<file path="src/rtl/tdm_slot_arbiter.sv">
// -----------------------------------------------------------------------------
// tdm_slot_arbiter
//
// Time-division slot arbiter driven by a one-hot ring-counter phase vector.
// Channel i may hand over one data word only while phase[i] is the single
// active bit. Accepted words pass through one registered valid/ready output
// stage that sustains one word per cycle. The block also watches the phase
// vector for one-hot violations and for broken rotation, and counts
// completed ring revolutions.
//
// Parameters:
//   N  number of channels / ring width (N >= 2)
//   W  data width per channel
//   F  frame counter width
//
// Ports:
//   clk         system clock, rising edge
//   rst         asynchronous active-high reset
//   phase       one-hot slot vector, rotates left each cycle (bit N-1 -> bit 0)
//   in_valid    per-channel request valid
//   in_data     channel i data at bits [i*W +: W]
//   in_ready    per-channel grant (combinational)
//   out_valid   output word valid
//   out_ready   downstream ready
//   out_data    granted word
//   out_chan    channel index that supplied out_data
//   frame_cnt   completed ring revolutions, wraps
//   err_onehot  sticky: phase was not one-hot
//   err_seq     sticky: phase did not follow the rotation
//   clr_err     synchronous clear of both sticky errors
// -----------------------------------------------------------------------------
module tdm_slot_arbiter #(
  parameter int N = 4,
  parameter int W = 8,
  parameter int F = 8
) (
  input  logic                 clk,
  input  logic                 rst,
  input  logic [N-1:0]         phase,
  input  logic [N-1:0]         in_valid,
  input  logic [N*W-1:0]       in_data,
  output logic [N-1:0]         in_ready,
  output logic                 out_valid,
  input  logic                 out_ready,
  output logic [W-1:0]         out_data,
  output logic [$clog2(N)-1:0] out_chan,
  output logic [F-1:0]         frame_cnt,
  output logic                 err_onehot,
  output logic                 err_seq,
  input  logic                 clr_err
);

  localparam int CW = $clog2(N);

  logic          phase_ok;
  logic          space;
  logic          xfer;
  logic          seq_bad;
  logic          wrap;
  logic [N-1:0]  prev_phase;
  logic [N-1:0]  expected;
  logic          prev_vld;
  logic [CW-1:0] sel;

  // Exactly one bit set: non-zero and clearing the lowest set bit leaves zero.
  assign phase_ok = (phase != '0) && ((phase & (phase - N'(1))) == '0);

  // The output register can take a word if it is empty or draining now.
  assign space    = ~out_valid | out_ready;
  assign in_ready = (phase_ok && space) ? phase : '0;

  // in_ready is one-hot or zero, so at most one channel can transfer.
  assign xfer     = |(in_valid & in_ready);

  // NOTE: sel gets a default before the loop so no latch is inferred.
  always_comb begin
    sel = '0;
    for (int i = 0; i < N; i++) begin
      if (phase[i]) sel = CW'(i);
    end
  end

  assign expected = {prev_phase[N-2:0], prev_phase[N-1]};
  assign seq_bad  = prev_vld && (phase != expected);
  // A revolution completes when the top slot hands back to slot 0.
  assign wrap     = prev_vld && prev_phase[N-1] && phase[0] && phase_ok;

  // NOTE: all state updates use non-blocking assignments so every register
  // samples the values from before the edge.
  always_ff @(posedge clk or posedge rst) begin
    if (rst) begin
      out_valid  <= 1'b0;
      out_data   <= '0;
      out_chan   <= '0;
      frame_cnt  <= '0;
      err_onehot <= 1'b0;
      err_seq    <= 1'b0;
      prev_phase <= '0;
      prev_vld   <= 1'b0;
    end else begin
      // A new word overwrites a word being popped in the same cycle.
      if (xfer) begin
        out_valid <= 1'b1;
        out_data  <= in_data[sel*W +: W];
        out_chan  <= sel;
      end else if (out_valid && out_ready) begin
        out_valid <= 1'b0;
      end

      prev_phase <= phase;
      prev_vld   <= 1'b1;

      if (wrap) frame_cnt <= frame_cnt + F'(1);

      // Setting an error takes priority over clearing it.
      if (!phase_ok)    err_onehot <= 1'b1;
      else if (clr_err) err_onehot <= 1'b0;

      if (seq_bad)      err_seq <= 1'b1;
      else if (clr_err) err_seq <= 1'b0;
    end
  end

endmodule

</file>
<file path="config.mk">
export PLATFORM = sky130hd
export DESIGN_NAME = tdm_slot_arbiter
export DESIGN_NICKNAME = d
export VERILOG_FILES = /design/src/rtl/tdm_slot_arbiter.sv
export SDC_FILE = /design/constraint.sdc
export NUM_CORES = 1
export LEC_CHECK = 0
export BUFFER_PORTS_ARGS = -buffer_cell sky130_fd_sc_hd__buf_2
export CORE_MARGIN = 5
export CORE_UTILIZATION = 43
export CTS_CLUSTER_DIAMETER = 200
export CTS_CLUSTER_SIZE = 20
export DETAILED_ROUTE_END_ITERATION = 12
export GPL_TIMING_DRIVEN = 0
export PLACE_DENSITY = 0.77
export SYNTH_ARGS = -nofsm -noshare
export SYNTH_HDL_FRONTEND = slang
export SYNTH_SLANG_ARGS = --single-unit
</file>
<file path="constraint.sdc">
create_clock -name clk -period 4.7 [get_ports clk]
set_input_delay 0.94 -clock clk [delete_from_list [all_inputs] [get_ports clk]]
set_output_delay 0.94 -clock clk [all_outputs]
set_load 0.03 [all_outputs]
</file>
* Yosys cells after proc, flatten, opt, wreduce, memory -nomap -nowiden *
Cells that the tools add are included.
Widths: inputs -> output; s select.

word-level totals
  output and inout bits = 25
  flip-flop bits (word level) = 26
  input bits = 44

cells by class
  reduce and logical (&&, ||, !) cells = 12
  $add $sub $neg = 2
  bitwise logic cells = 4
  equality and inequality tests = 2
  shift-type cells = 1
  multiplexer cells = 9

operator list
  kind                 number
  $shiftx 32x6->8      1
  $add 8x1->8 const B  1
  $and 4x4->4          2
  $logic_and 1x1->1    7
  $mux 1               6
  $logic_not 4->1      1
  $mux 2               2
  $mux 4               1
  $ne 4x4->1           1
  $reduce_bool 2->1    2
  $reduce_bool 4->1    1
  $reduce_or 4->1      1
  $sub 4x1->4 const B  1
  $ne 2x2->1 const B   1
  $not 1->1            1
  $or 1x1->1           1

* Depth between registers and ports, before layout *
Gate-level depths: netlist of run 1.

  depth after elaboration = 9
  mapped depth = 6
  gate-level depth less buffers = 4

* Worst setup path after synthesis of run 1 *
No wires, ideal clock.

  path type = input to output
  start = input phase[2]
  end = output in_ready[3]
  path buffers = 2
  arrival = 2.426 ns
  stages on the path = 4
  required time = 3.760 ns
  setup slack = 1.334 ns
  cells stage by stage = clkbuf_1 or4_1 buf_2 nor3_1

between the ends
  longest elaborated chain between the ends = 6
  elaborated cells between the ends (all ways) = 7
  classes of those cells = add/sub (1); mux (1); bitwise (1); reduce/logical (4)

RTL lines
  item                   RTL line  source
  start, declared        39        input logic [N-1:0] phase,
  $sub 4x1->4            66        assign phase_ok = (phase != '0) && ((phase & (phase - N'(1))) == '0);
  $and 4x4->4            66
  $logic_not 4->1        66
  $logic_and 1x1->1 (*)  66
  $logic_and 1x1->1 (*)  70        assign in_ready = (phase_ok && space) ? phase : '0;
  $mux 4 (*)             70
  end, declared          42        output logic [N-1:0] in_ready,

Mark *: on every way between the ends. The rest lies on a longest branch, timed or not.

* Final worst setup path of run 1 *
  start = input phase[2]
  end = output in_ready[0]

Same word-level chain as after synthesis.

==> reports/summary.txt, run 1 <==
status = complete, no violations
worst endpoint required time = 3760 ps
kind of start point of the critical path = input pin
cell area after layout = 1750 um2
Final #Nets = 239
CTS tree = done
Clk network pwr share = 17.5%
Routed WL per cell = 15.77 um
kind of critical path = in2out
Max VDD drop = 204.4 uV
met3 GRT Util = 3.932%
CTS sink cnt = 26
met1 usage = 20.52%
crit path max fanout = 10
CORE AREA = 3003 um2
met2 usage = 27.91%
synth unique cells = 32
cell family with most CP delay = simple AND/OR/NAND/NOR gates
hold_buf cts = 0
Starting DRT DRC Count = 70
Gate Count Post-Synth = 121
switching power share of the total = 37.83%
Die ar. = 4312 um2
Mapped Nets = 166
Worst path max stage delay = 530 ps
critical path's slowest cell = or4_1
post-DP HPWL = 2814 um
Synth Warn # = 0
period utilization = 73.80%
Inserted Clock Buffers = 3
sequential power share = 45.9%
Root Driver = clkbuf_4
Pwr per Cell Area = 364.9 nW/um2
GRT Util Overall = 16.84%
Crit. End Element = primary output
Worst Hold Class = reg2reg
# diodes = 0
DR pass1 iterations = 4
first-pass GRT wire length = 5658 um
largest net degree at the start of global routing = 27
Total Wirelength = 3563 um
Placed Area = 1714 um2
final setup vio count = 0
CTS Buffer Depth = 2
vias in the first global route = 1284
Row Count = 20
Psw = 0.2416 mW
Post-synth ARST share = 100.0%
Max-slew headroom = 34.75%
Port Buf Inserts = 68
P_int = 0.3971 mW
Max Cap Viol = 0
Area Overhead vs Synth = 31.36%
Most Crowded Layer GR = met2
Leakage Power = 0.8921 nW
post-synthesis cell area = 1333 um2
crit path buf inv count = 4
Place WS = 1235 ps
clk_skew = 2.259 ps
initial antenna violation count = 0
routed via count = 1189
RSZ-0062 raised after global routing = no
vias per cell = 5.261
Top FF cell, synth = dfrtp_1
Post-CTS Repair Setup Buffers = 0
cell mode on critical path = buf_2
grt ovf = 0
I/O pins = 69
number of synthesized register bits = 26
crit path DAT = 2530 ps
crit-path cells = buf_2 > clkbuf_1 > or4_1 > buf_2 > a21oi_1 > and2_1 > buf_2
Final Max Slew Viols = 0
Worst Tran Pin Value = 977.7 ps
slack of the critical path = 1231 ps
post-CTS sizing = 0
post-route minimum period = 3469 ps
share of cells above drive strength 1 = 44.56%
Fin. Hold Viols = 0
Die H = 65.67 um
Placer Congestion = 0.8191
CTS HTree Levels = 1
Peak Freq = 288.3 MHz
Mean Syn Cell Area = 11.01 um2
# DRC = 0
antenna-violating nets left = 0
number of synthesized flops with an enable pin = 0
Clk pin slew, worst setup/hold paths = 140 ps
clk_lat worst skew = 310 ps
Logic pwr share = 36.6%
Initial Util = 44.38%
Hold Slack = 485.6 ps
die span in x = 65.67 um
Setup TNS = 0 ps
Seq/Total Area, Yosys = 48.83%
-- layer usage --
metal | part of all wire [%] | wire, um
met1 | 41 | 1468
met2 | 51 | 1822
met3 | 6.1 | 216
met4 | 1.5 | 55
met5 | 0 | 0
-- power by group through the flow --
stage | clock network, mW | logic [mW] | registers [mW]
after CTS | 0.115 | 0.235 | 0.293
final | 0.112 | 0.234 | 0.293
after floorplan | 0 | 0.0778 | 0.372
after global placement | 0 | 0.230 | 0.294
after detailed placement | 0 | 0.235 | 0.296
after global routing | 0.123 | 0.252 | 0.299
-- cells in the final DEF, fill, tap and decap left out, types with 2 or more instances in the layout --
cell,netlist,routed
and2_1,4,4
nand4_1,4,4
clkbuf_1,6,6
o21ai_0,4,4
mux2i_1,8,8
nand2_1,2,2
xor2_1,6,6
xnor2_1,6,6
nor2_1,2,2
o22ai_1,8,8
inv_1,4,4
nand2b_1,2,2
mux2_2,10,10
buf_2,1,69
nor3_1,2,2
a22o_1,3,3
a21oi_1,9,9
dfrtp_1,26,26
clkbuf_4,0,3
-- path summary, 6_finish.rpt --
check,startpoint,to,slack [ps],cells past startpoint
setup / recovery,phase[2],in_ready[0],1230,7
min in group asynchronous,rst,out_data[1],830,2
setup reg to reg,prev_phase[3],frame_cnt[1],3030,3
hold / removal,frame_cnt[7],frame_cnt[7],490,1
hold reg to reg,frame_cnt[7],frame_cnt[7],490,1
max in group asynchronous,rst,out_data[0],3290,2
-- per-stage QoR --
step           power, mW  instances  util (%)
4_1_cts           0.6428        226     58.29
6_report          0.6388        226     58.29
5_1_grt           0.6747        226     58.29
2_1_floorplan     0.4496        121         -
3_5_place_dp      0.5312        222     57.08
3_3_place_gp      0.5245        222     57.08
-- registers in the layout, summed over array words and instances (netlist names) --
name,count
prev_phase,4
err_onehot,1
err_seq,1
out_valid,1
out_data,8
out_chan,2
frame_cnt,8
prev_vld,1
-- cell type report --
cell class,instances,area [um2]
buffer,7,27.53
clock buffer,4,36.28
fill,280,1252
inverter,5,18.77
multi-input combinational,83,635.6
sequential,26,650.6
tap,33,41.29
timing repair buffer,68,340.3
-- synth_stat cells (2+ instances only) --
cell type,n,area (um2)
mux2_2,10,112.6
nand4_1,4,25.02
and2_1,4,25.02
dfrtp_1,26,650.6
a22o_1,3,26.28
nor3_1,2,10.01
o22ai_1,8,50.05
o21ai_0,4,20.02
clkbuf_1,6,22.52
nand2b_1,2,12.51
a21oi_1,9,45.04
mux2i_1,8,80.08
xnor2_1,6,52.55
xor2_1,6,52.55
nand2_1,2,7.510
inv_1,4,15.01
nor2_1,2,7.510
-- cell families after synthesis --
kind of cell,count (synthesis),synth area share [%]
mux,18,14.46
flops,26,48.83
buf+inv,12,3.473
compound gates,28,13.90
other cells,1,0.2814
simple gates,23,10.24
fa+ha+maj,1,0.9388
xor+xnor,12,7.887
Power figures use the tool's default switching activity.
==> run 2, diff against run 1 <==
--- a/config.mk
+++ b/config.mk
@@ -7,12 +7,12 @@
 export LEC_CHECK = 0
 export BUFFER_PORTS_ARGS = -buffer_cell sky130_fd_sc_hd__buf_2
 export CORE_MARGIN = 5
-export CORE_UTILIZATION = 43
+export CORE_UTILIZATION = 40
 export CTS_CLUSTER_DIAMETER = 200
 export CTS_CLUSTER_SIZE = 20
 export DETAILED_ROUTE_END_ITERATION = 12
 export GPL_TIMING_DRIVEN = 0
-export PLACE_DENSITY = 0.77
+export PLACE_DENSITY = 0.75
 export SYNTH_ARGS = -nofsm -noshare
 export SYNTH_HDL_FRONTEND = slang
 export SYNTH_SLANG_ARGS = --single-unit
==> constraint.sdc (replaced) <==
create_clock -name clk -period 3.08 [get_ports clk]
set_input_delay 0.616 -clock clk [delete_from_list [all_inputs] [get_ports clk]]
set_output_delay 0.616 -clock clk [all_outputs]
set_load 0.03 [all_outputs]
==> run 2 against run 1 <==
Against the previous run: non-clock buffer count is the same; cell count grew 5.8%; sequential power grew 51%; largest power group unchanged; critical endpoint is now in_ready[1]; global-route usage shrank 2.4 points; register-to-register slack lost 1700 ps; critical path depth is the same.
==> reports/summary.txt, run 2 (synthesized netlist as in run 1, its figures left out) <==
Hold Slack = 407.4 ps (-78.14 ps)
Crit. End Element = primary output
Placed Area = 1730 um2 (+0.95%)
final setup vio count = 0 (unchanged)
Starting DRT DRC Count = 52 (-26%)
CTS HTree Levels = 1 (unchanged)
status = complete, no violations
Psw = 0.3623 mW (+50%)
slack of the critical path = 226.6 ps (-1005 ps)
Pwr per Cell Area = 548.3 nW/um2 (+50%)
CORE AREA = 3284 um2 (+9.4%)
Final #Nets = 239 (unchanged)
Post-CTS Repair Setup Buffers = 0 (unchanged)
clk_lat worst skew = 320 ps (about the same)
CTS Buffer Depth = 2 (unchanged)
vias in the first global route = 1107 (-14%)
Root Driver = clkbuf_4
DR pass1 iterations = 4 (unchanged)
P_int = 0.6063 mW (+53%)
hold_buf cts = 0 (unchanged)
commonest non-fill, non-tap cell in the layout = buf_2
grt ovf = 0 (unchanged)
Max-slew headroom = 34.59% (-0.16 points)
sequential power share = 45.7% (-0.2 points)
kind of start point of the critical path = input pin
Final Max Slew Viols = 0 (unchanged)
Inserted Clock Buffers = 3 (unchanged)
cell mode on critical path = buf_2
Die H = 67.72 um (+3.1%)
RSZ-0062 raised after global routing = no
post-DP HPWL = 2633 um (-6.5%)
clk_skew = 4.615 ps (+2.356 ps)
share of cells above drive strength 1 = 44.56% (unchanged)
Peak Freq = 350.5 MHz
vias per cell = 4.925 (-6.4%)
Max VDD drop = 328.8 uV (+61%)
Worst path max stage delay = 540 ps (about the same)
Row Count = 21 (+5.0%)
crit path max fanout = 10 (unchanged)
CTS sink cnt = 26 (unchanged)
period utilization = 92.64%
largest net degree at the start of global routing = 27 (unchanged)
Top Registers = frame_cnt (8), out_data (8), prev_phase (4)
Routed WL per cell = 14.01 um (-11%)
placed cell count = 235 (+5.9%)
Core Util, Final = 53.79% (-4.5 points)
Place WS = 216.5 ps (-1018 ps)
first-pass GRT wire length = 5050 um (-11%)
Clk network pwr share = 17.4% (about the same)
Setup TNS = 0 ps (unchanged)
Placer Congestion = 0.7751 (-5.4%)
Max Cap Viol = 0 (unchanged)
Finished Layout Cells = 239 (+5.8%)
I/O pins = 69 (unchanged)
GRT Util Overall = 14.39% (-2.4 points)
antenna-violating nets left = 0 (unchanged)
Die ar. = 4585 um2 (+6.3%)
post-route minimum period = 2853 ps
die span in x = 67.72 um (+3.1%)
worst endpoint required time = 2460 ps (-1300 ps)
routed via count = 1177 (-1.0%)
Worst Hold Class = in2reg
# DRC = 0 (unchanged)
Worst Tran Pin Value = 980.1 ps (+2.380 ps)
# diodes = 0 (unchanged)
Final Total Pwr = 0.9687 mW (+52%)
Leakage Power = 0.8921 nW (unchanged)
post-CTS sizing = 0 (unchanged)
crit-path cells = buf_2 > clkbuf_1 > or4_1 > buf_2 > a21oi_1 > and2_1 > buf_2
cell area after layout = 1767 um2 (+0.93%)
Clk pin slew, worst setup/hold paths = 130 ps (about the same)
initial antenna violation count = 0 (unchanged)
crit path DAT = 2240 ps (-290 ps)
Fin. Hold Viols = 0 (unchanged)
Initial Util = 40.57% (-3.8 points)
CTS tree = done
critical path's slowest cell = or4_1
Logic pwr share = 36.9% (+0.3 points)
Port Buf Inserts = 68 (unchanged)
Total Wirelength = 3349 um (-6.0%)
most frequent cells in the layout = 69 x buf_2, 26 x dfrtp_1, 10 x mux2_2
switching power share of the total = 37.40% (-0.42 points)
kind of critical path = in2out
Area Overhead vs Synth = 32.58%
run 2: worst paths after layout:
check	startpoint	cells after the start	endpoint	slack, ps
hold reg to reg	frame_cnt[7]	1	frame_cnt[7]	480
min in group asynchronous	rst	2	prev_phase[2]	500
max in group asynchronous	rst	2	out_data[3]	1990
hold / removal	phase[2]	1	prev_phase[2]	410
setup reg to reg	prev_phase[3]	3	frame_cnt[1]	1350
setup / recovery	phase[2]	7	in_ready[1]	230
run 2: power by group through the flow:
| stage | Clock [mW] | Combinational (mW) | Sequential (mW) |
|---|---|---|---|
| final | 0.169 | 0.358 | 0.443 |
| after global routing | 0.191 | 0.381 | 0.453 |
| after CTS | 0.179 | 0.361 | 0.443 |
| after detailed placement | 0 | 0.361 | 0.450 |
| after global placement | 0 | 0.355 | 0.447 |
| after floorplan | 0 | 0.119 | 0.567 |
run 2: final cells by class:
type,instances,area [um2]
well taps,46,57.56
plain buffers,7,27.53
clock buffers,4,36.28
inverters,5,18.77
flip-flops and latches,26,650.6
multi-input cells,83,635.6
repair buffers,68,340.3
fillers,316,1518
run 2: critical path, delay by kind of cell:
family,cells,cell delay [ps]
compound gates,1,240
buf+inv,4,670
simple gates,2,700
run 2: layer usage:
metal | track usage, % | vias up | routed length (um)
met1 | 18.34 | 553 | 1469
met4 | 4.304 | 0 | 55
met2 | 23.33 | 40 | 1608
met3 | 4.326 | 6 | 215
met5 | 0 | - | 0
li1 | - | 578 | -
